===== config.mk =====
export PLATFORM = sky130hd
export DESIGN_NAME = addr8u_share_ctrl
export DESIGN_NICKNAME = d
export VERILOG_FILES = /design/src/rtl/addr8u_ctrl_pkg.sv /design/src/rtl/addr8u_rr_arbiter.sv /design/src/rtl/addr8u_share_ctrl.sv
export SDC_FILE = /design/constraint.sdc
export NUM_CORES = 1
export LEC_CHECK = 0
export ABC_AREA = 1
export ABC_CLOCK_PERIOD_IN_PS = 5400
export CAP_MARGIN = 20
export CORE_ASPECT_RATIO = 0.6
export CORE_MARGIN = 2
export CORE_UTILIZATION = 35
export DETAILED_ROUTE_END_ITERATION = 10
export PLACE_DENSITY = 0.69
export SETUP_SLACK_MARGIN = 0.2
export SYNTH_ARGS = -nofsm -noshare
export SYNTH_HDL_FRONTEND = slang
export SYNTH_SLANG_ARGS = --single-unit

===== constraint.sdc =====
create_clock -name clk -period 5.4 [get_ports clk]
set_clock_uncertainty 0.15 [all_clocks]
set_input_delay 1.08 -clock clk [delete_from_list [all_inputs] [get_ports clk]]
set_output_delay 1.08 -clock clk [all_outputs]
set_load 0.02 [all_outputs]

===== src/rtl/addr8u_ctrl_pkg.sv =====
// addr8u_ctrl_pkg: shared state encoding and datapath widths for the addr8u sharing controller
package addr8u_ctrl_pkg;
  localparam int OPW = 8;
  localparam int RESW = 9;
  typedef enum logic [1:0] {IDLE, ISSUE, CHECK, RESP} state_t;
endpackage


===== src/rtl/addr8u_rr_arbiter.sv =====
// addr8u_rr_arbiter: combinational round-robin grant with a pointer that advances past each accepted requester
module addr8u_rr_arbiter #(
  parameter int NREQ = 4,
  parameter int IDW = 2
) (
  input  logic            clk,
  input  logic            rst_n,
  input  logic [NREQ-1:0] valid,
  input  logic            accept,
  output logic [NREQ-1:0] grant,
  output logic [IDW-1:0]  gid
);
  logic [IDW-1:0] ptr;
  logic found;
  int idx;
  // first valid requester at or after the pointer, wrapping at NREQ
  always_comb begin
    grant = '0;
    gid = '0;
    found = 1'b0;
    idx = 0;
    for (int i = 0; i < NREQ; i++) begin
      idx = int'(ptr) + i;
      idx = (idx >= NREQ) ? idx - NREQ : idx;
      if (!found && valid[idx]) begin
        found = 1'b1;
        grant[idx] = 1'b1;
        gid = IDW'(idx);
      end
    end
  end
  // pointer moves to the requester after the one just served
  always_ff @(posedge clk or negedge rst_n)
    if (!rst_n) ptr <= '0;
    else if (accept) ptr <= (gid == IDW'(NREQ - 1)) ? '0 : gid + IDW'(1);
endmodule


===== src/rtl/addr8u_share_ctrl.sv =====
// addr8u_share_ctrl: time-shares one external 8-bit adder among NREQ requesters (optional ADDR_RECHECK_EN swapped-operand recheck)
module addr8u_share_ctrl
  import addr8u_ctrl_pkg::*;
#(
  parameter int NREQ = 4,
  parameter int IDW = 2
) (
  input  logic             clk,
  input  logic             rst_n,
  input  logic [NREQ-1:0]  req_valid,
  output logic [NREQ-1:0]  req_ready,
  input  logic [NREQ*8-1:0] req_a,
  input  logic [NREQ*8-1:0] req_b,
  output logic [7:0]       add_a,
  output logic [7:0]       add_b,
  input  logic [8:0]       add_sum,
  output logic             rsp_valid,
  input  logic             rsp_ready,
  output logic [8:0]       rsp_sum,
  output logic [IDW-1:0]   rsp_id,
  output logic             rsp_err
`ifdef ADDR_RECHECK_EN
  ,
  output logic [7:0]       err_cnt
`endif
);
  state_t state, state_d;
  logic [NREQ-1:0] grant;
  logic [IDW-1:0] gid, cap_id;
  logic [OPW-1:0] cap_a, cap_b;
  logic accept;
`ifdef ADDR_RECHECK_EN
  localparam state_t AFTER_ISSUE = CHECK;
`else
  localparam state_t AFTER_ISSUE = RESP;
`endif
  assign req_ready = (rst_n && state == IDLE) ? grant : '0;
  assign accept = |(req_valid & req_ready);
  assign rsp_valid = state == RESP;
  assign add_a = (state == ISSUE) ? cap_a : (state == CHECK) ? cap_b : '0;
  assign add_b = (state == ISSUE) ? cap_b : (state == CHECK) ? cap_a : '0;
  addr8u_rr_arbiter #(.NREQ(NREQ), .IDW(IDW)) u_arb (
    .clk(clk),
    .rst_n(rst_n),
    .valid(req_valid),
    .accept(accept),
    .grant(grant),
    .gid(gid)
  );
  // state register
  always_ff @(posedge clk or negedge rst_n)
    if (!rst_n) state <= IDLE;
    else state <= state_d;
  // next-state: accept, issue, optional check, hold response until taken
  always_comb begin
    state_d = IDLE;
    state_d = (state == IDLE) ? (accept ? ISSUE : IDLE) :
              (state == ISSUE) ? AFTER_ISSUE :
              (state == CHECK) ? RESP :
              (state == RESP && !rsp_ready) ? RESP : IDLE;
  end
  // capture operands on accept, register the issue-cycle sum as the response
  always_ff @(posedge clk or negedge rst_n)
    if (!rst_n) begin
      cap_a <= '0;
      cap_b <= '0;
      cap_id <= '0;
      rsp_sum <= '0;
      rsp_id <= '0;
    end else begin
      if (accept) begin
        cap_a <= req_a[OPW*gid +: OPW];
        cap_b <= req_b[OPW*gid +: OPW];
        cap_id <= gid;
      end
      if (state == ISSUE) begin
        rsp_sum <= add_sum;
        rsp_id <= cap_id;
      end
    end
`ifdef ADDR_RECHECK_EN
  // swapped-operand sum must equal the issue sum; count mismatches up to saturation
  always_ff @(posedge clk or negedge rst_n)
    if (!rst_n) begin
      rsp_err <= 1'b0;
      err_cnt <= '0;
    end else if (state == CHECK) begin
      rsp_err <= add_sum != rsp_sum;
      err_cnt <= (add_sum != rsp_sum && err_cnt != 8'hFF) ? err_cnt + 8'd1 : err_cnt;
    end
`else
  assign rsp_err = 1'b0;
`endif
endmodule


Word level (Yosys, flattened, before mapping)
Cells that the tools add are included.

operators by class
  reductions and logical operators = 15
  bitwise logic cells = 4
  eq/ne operators = 4
  mux-type cells = 46
  shifts and indexed selects = 2
  add/sub/neg operators = 8
  order comparisons = 12

operators with widths
  kind                   number
  $ge 32x1->1 const B    4
  $lt 32x4->1 const B    4
  $mux 32                4
  $ge 32x4->1 const B    3
  $sub 32x4->32 const B  3
  $shiftx 32x6->8        2
  $mux 8                 4
  $mux 4                 5
  $mux 2                 9
  $mux 1                 16
  $or 4x4->4             3
  $logic_and 1x1->1      9
  $bmux 1 s2             4
  $demux 1 s2            4
  $add 2x2->3 const B    2
  $eq 2x2->1 const B     3
  $and 4x4->4            1
  $logic_not 1->1        4
  $reduce_or 4->1        1
  $sub 2x3->4 const B    1
  $add 2x1->3 const B    1
  $ge 2x3->1 const B     1
  $add 2x1->2 const B    1
  $eq 2x1->1 const B     1
  $logic_not 2->1        1

word-level totals
  register bits after elaboration = 33
  output and inout port bits = 33
  logic and storage cells = 98
  input bits = 80

Depth between registers and ports, before layout
  depth after elaboration = 20
  gate-level depth with buffers = 17
  mapped depth without buffers = 16

Modules after synthesis
Synthesis repeated with hierarchy kept, for this count alone.

unflattened totals
  cells, all modules = 408
  area, all modules = 2,663.8 um^2

modules (own cells, without submodules)
  module             times used  cells an instance  area an instance (um^2)
  addr8u_share_ctrl  1           313                2,083.2
  addr8u_rr_arbiter  1           95                 580.6

Least setup slack after synthesis
No wires, ideal clock.

  path type = input to output
  start point = in req_valid[3]
  end point = out req_ready[2]
  slack = 2.231 ns
  arrival = 1.939 ns
  data required time = 4.170 ns
  stages = 9
  cell sequence = inv_1 nand2_1 nand3_4 nand2_4 nor2_2 a21oi_1 nand3_1 nand2_1 inv_1

on the way
  cells in the longest elaborated chain, start to end = 14

RTL lines
  element                                    RTL line                 text
  start, declared                            addr8u_share_ctrl.sv:10  input logic [NREQ-1:0] req_valid,
  $bmux 1 s2                                 addr8u_rr_arbiter.sv:25  if (!found && valid[idx]) begin
  $mux 1 (implied by the code) (2 in a row)  addr8u_rr_arbiter.sv:25
  $mux 1                                     addr8u_rr_arbiter.sv:25
  $logic_not 1->1                            addr8u_rr_arbiter.sv:25
  $logic_and 1x1->1                          addr8u_rr_arbiter.sv:25
  $mux 1                                     addr8u_rr_arbiter.sv:25
  $logic_not 1->1                            addr8u_rr_arbiter.sv:25
  $logic_and 1x1->1                          addr8u_rr_arbiter.sv:25
  $mux 1                                     addr8u_rr_arbiter.sv:25
  $logic_not 1->1                            addr8u_rr_arbiter.sv:25
  $logic_and 1x1->1                          addr8u_rr_arbiter.sv:25
  $mux 4 (*)                                 addr8u_rr_arbiter.sv:25
  $mux 4 (*)                                 addr8u_share_ctrl.sv:37  assign req_ready = (rst_n && state == IDLE) ? grant : '0;
  end, declared                              addr8u_share_ctrl.sv:11  output logic [NREQ-1:0] req_ready,

Every way passes the cells marked *; elsewhere a longest branch is shown, timed or not. The select of a mux whose other input is x is not followed.

Worst setup path after layout
Ends and elaborated chain as after synthesis.

==> reports/metrics.json <==
{
  "synth_cells": 392,
  "wire_per_inst_um": 12.76,
  "timing.critical_path.from_type": "input port",
  "worst_r2r_path_depth": 16,
  "critPathMaxFanout": 6,
  "hold_viol": 0,
  "diodes": 0,
  "synthArstFlopShare_pct": 100.0,
  "cts_buffers": 5,
  "pre_cts_ws_ns": 0.9991,
  "outcome": "completed",
  "yosysUniqueCellTypes": 31,
  "ys_dominant_reg_cell": "dfrtp_1",
  "synth_fp_nets": 476,
  "initial_core_util_pct": 35.87,
  "clkTransAtPathRegs_ns": 0.05,
  "yosys-top-cells-count": "nand2_1, inv_1, dfrtp_1, nand3_1, o22ai_1",
  "avg_cell_area_syn_um2": 6.623,
  "max_stage_delay_ns": 0.59,
  "finalCritPeriodShare_pct": 82.25,
  "cap_violations": 0,
  "post-route-drc-count": 0,
  "synth_top_cells_by_area": "dfrtp_1, nand2_1, inv_1",
  "setup_slack_ns": 0.9584,
  "cell_taking_the_most_area_after_synthesis": "dfrtp_1",
  "totalWireLength_um": 7628,
  "maxClockFrequency_mhz": 225.1,
  "r2r_end": "cap_a[0]",
  "timing.hold.worst_path_depth": 2,
  "cts-htree-levels": 2,
  "wire_length_of_the_first_global_routing_pass_um": 12660,
  "cts_buffer_depth": 2,
  "pin_count": 113,
  "cts_post_setup_buffers_inserted": 0,
  "die-area_um2": 8146,
  "critPathKind": "input port to output pin",
  "ctsResizeCount": 0,
  "drtPass1Iterations": 4,
  "timing.critical_path.to_type": "output pin",
  "grt_overflow_total": 0,
  "grt.total_usage_pct": 19.35,
  "tightest_slew_ns": 1.024,
  "crit_path_cell_trace": "clkdlybuf4s50_1 -> inv_1 -> nand2_1 -> nand3_4 -> nand2_4 -> nor2_2 -> a21oi_1 -> nand3_1 -> nand2_1 -> inv_1 -> clkdlybuf4s50_1",
  "peakVddDrop_mv": 0.2247,
  "dr_total_vias": 2830,
  "synth-seq-cells": 33,
  "synth_sequential_area_ratio_pct": 31.81,
  "core.rowCount": 24,
  "finish.net_count": 578,
  "worst-endpoint-required_ns": 4.17,
  "tritoncts_clock_tree": "yes",
  "hp-class": "register to register",
  "post-synth-top-count-cell": "nand2_1",
  "port_buffers": 111,
  "areaGrowthSynthToFinish_pct": 48.92,
  "chipWidth_um": 115.2,
  "p_leak_nw": 1.896,
  "worst_hold_path.endpoint": "rsp_id[1]",
  "synth-edff-count": 0,
  "finalWeightedCongestion": 0.9294,
  "rsz0062_at_grt": "false",
  "worst_skew_pair.late_latency_ns": 0.27,
  "critical_path_data_arrival_time_ns": 3.21,
  "slew_violations": 0,
  "cts.sink_count": 33,
  "detailedRoute.firstIterationViolations": 188,
  "critical-path-slowest-cell": "clkdlybuf4s50_1",
  "power_per_cell_area_nw_per_um2": 679.2,
  "reg2reg_setup_slack_ns": 1.74,
  "number_of_antenna_violations_at_the_first_check_in_global_routing": 0,
  "hold_buffers": 0,
  "synth_top_area_share_pct": 31.81,
  "grt_max_degree": 40,
  "finalCriticalPeriod_ns": 4.442,
  "layout-drive-gt1-share_pct": 9.919,
  "fillerInstances": 718,
  "fin_tns_setup_ns": 0,
  "report.final.setup_viol": 0,
  "antenna_left": 0,
  "floorplan.die.height_um": 70.72,
  "yosysWarningCount": 0,
  "launch_instance_of_the_worst_min_delay_path": "rsp_id[1]",
  "detailedPlacementHpwl_um": 5905,
  "first_global_vias": 2724,
  "root_buffer": "clkbuf_16",
  "avgViaCountPerCell": 4.732,
  "design.core.area_um2": 7237,
  "synth.cell_area_um2": 2596,
  "max-slew-margin-rel_pct": 31.59
}
layout by cell type, fill, tap and decap left out:
cell type	instances
dfrtp_1	33
o21ai_0	5
mux2_2	9
o21ai_1	8
clkbuf_8	1
nand3_2	2
nand3_4	1
nand2_1	202
o21ai_2	10
inv_2	5
inv_4	1
a21boi_1	2
xor2_1	1
inv_1	34
nand4_1	5
o22ai_1	16
nor2_8	1
nor2_1	1
conb_1	1
nand2_2	8
buf_4	1
clkbuf_16	5
a21oi_1	2
clkdlybuf4s50_1	111
nor2_2	2
clkbuf_1	1
nand3_1	16
ha_1	4
nand2_4	2
a21boi_0	3
o21ai_4	1
state kept, by name (all words and copies together), names as in the netlist, named ones only:
signal,count
rsp_sum,9
cap_a,8
cap_b,8
cap_id,2
rsp_id,2
state,2
u_arb.ptr,1
worst max-delay path: cells and delay by family:
kind	cells	cell delay [ns]
compound gates	1	0.12
buf+inv	4	1.24
simple gates	6	0.76
metal layers:
metal | global-route usage [%] | wire, µm
met1 | 27.63 | 3577
met2 | 29.93 | 3246
met3 | 4.799 | 756
met4 | 3.882 | 48
met5 | 0 | 0
power by group:
part,internal (W),switching [W]
clock,0.000181,0.0000936
combinational,0.000696,0.00122
sequential,0.000374,0.0000579
total,0.00125,0.00138
through the flow:
step / instance area, µm² / cells / util [%] / hold WS (ns) / total power [W]
after floorplan: 2596 / 392 / - / 0.3380 / 0.001824
after global routing: 3866 / 598 / 53.42 / 0.3689 / 0.002897
after detailed placement: 3724 / 591 / 51.45 / 0.3318 / 0.002358
after global placement: 3724 / 591 / 51.45 / 0.3238 / 0.002314
final: 3866 / 598 / 53.42 / 0.3407 / 0.002626
after CTS: 3866 / 598 / 53.42 / 0.3446 / 0.002639
how the worst max path moves through the flow:
stage / start / to / slack [ns]
6_report: req_valid[3] / req_ready[2] / 0.96
3_5_place_dp: req_valid[3] / req_ready[3] / 1.0
5_1_grt: req_valid[3] / req_ready[3] / 0.84
4_1_cts: req_valid[3] / req_ready[3] / 1.0
3_3_place_gp: req_valid[3] / req_ready[1] / 1.10
2_1_floorplan: req_valid[3] / req_ready[2] / 2.23
layout make-up:
type                            instances  area, µm²  share of cell area, %
Clock buffer                            7      142.6                  3.689
Tap cell                              104      130.1                  3.366
Inverter                               40      152.6                  3.948
Sequential cell                        33      825.8                  21.36
Timing Repair Buffer                  112       1119                  28.93
Multi-Input combinational cell        302       1496                  38.71
logic make-up (layout without fill, tap and decap cells):
| kind of cell | Yosys count | in the layout | share of synthesized area [%] |
|---|---|---|---|
| AOI/OAI and AO/OA | 47 | 47 | 12.19 |
| xor gates and xnor gates | 1 | 1 | 0.3374 |
| adders and majority gates | 4 | 4 | 1.928 |
| buffers and inverters | 57 | 159 | 10.55 |
| DFF | 33 | 33 | 31.81 |
| muxes | 9 | 9 | 3.904 |
| other | 1 | 1 | 0.1444 |
| and+or+nand+nor | 240 | 240 | 39.13 |
Power figures use the tool's default switching activity.
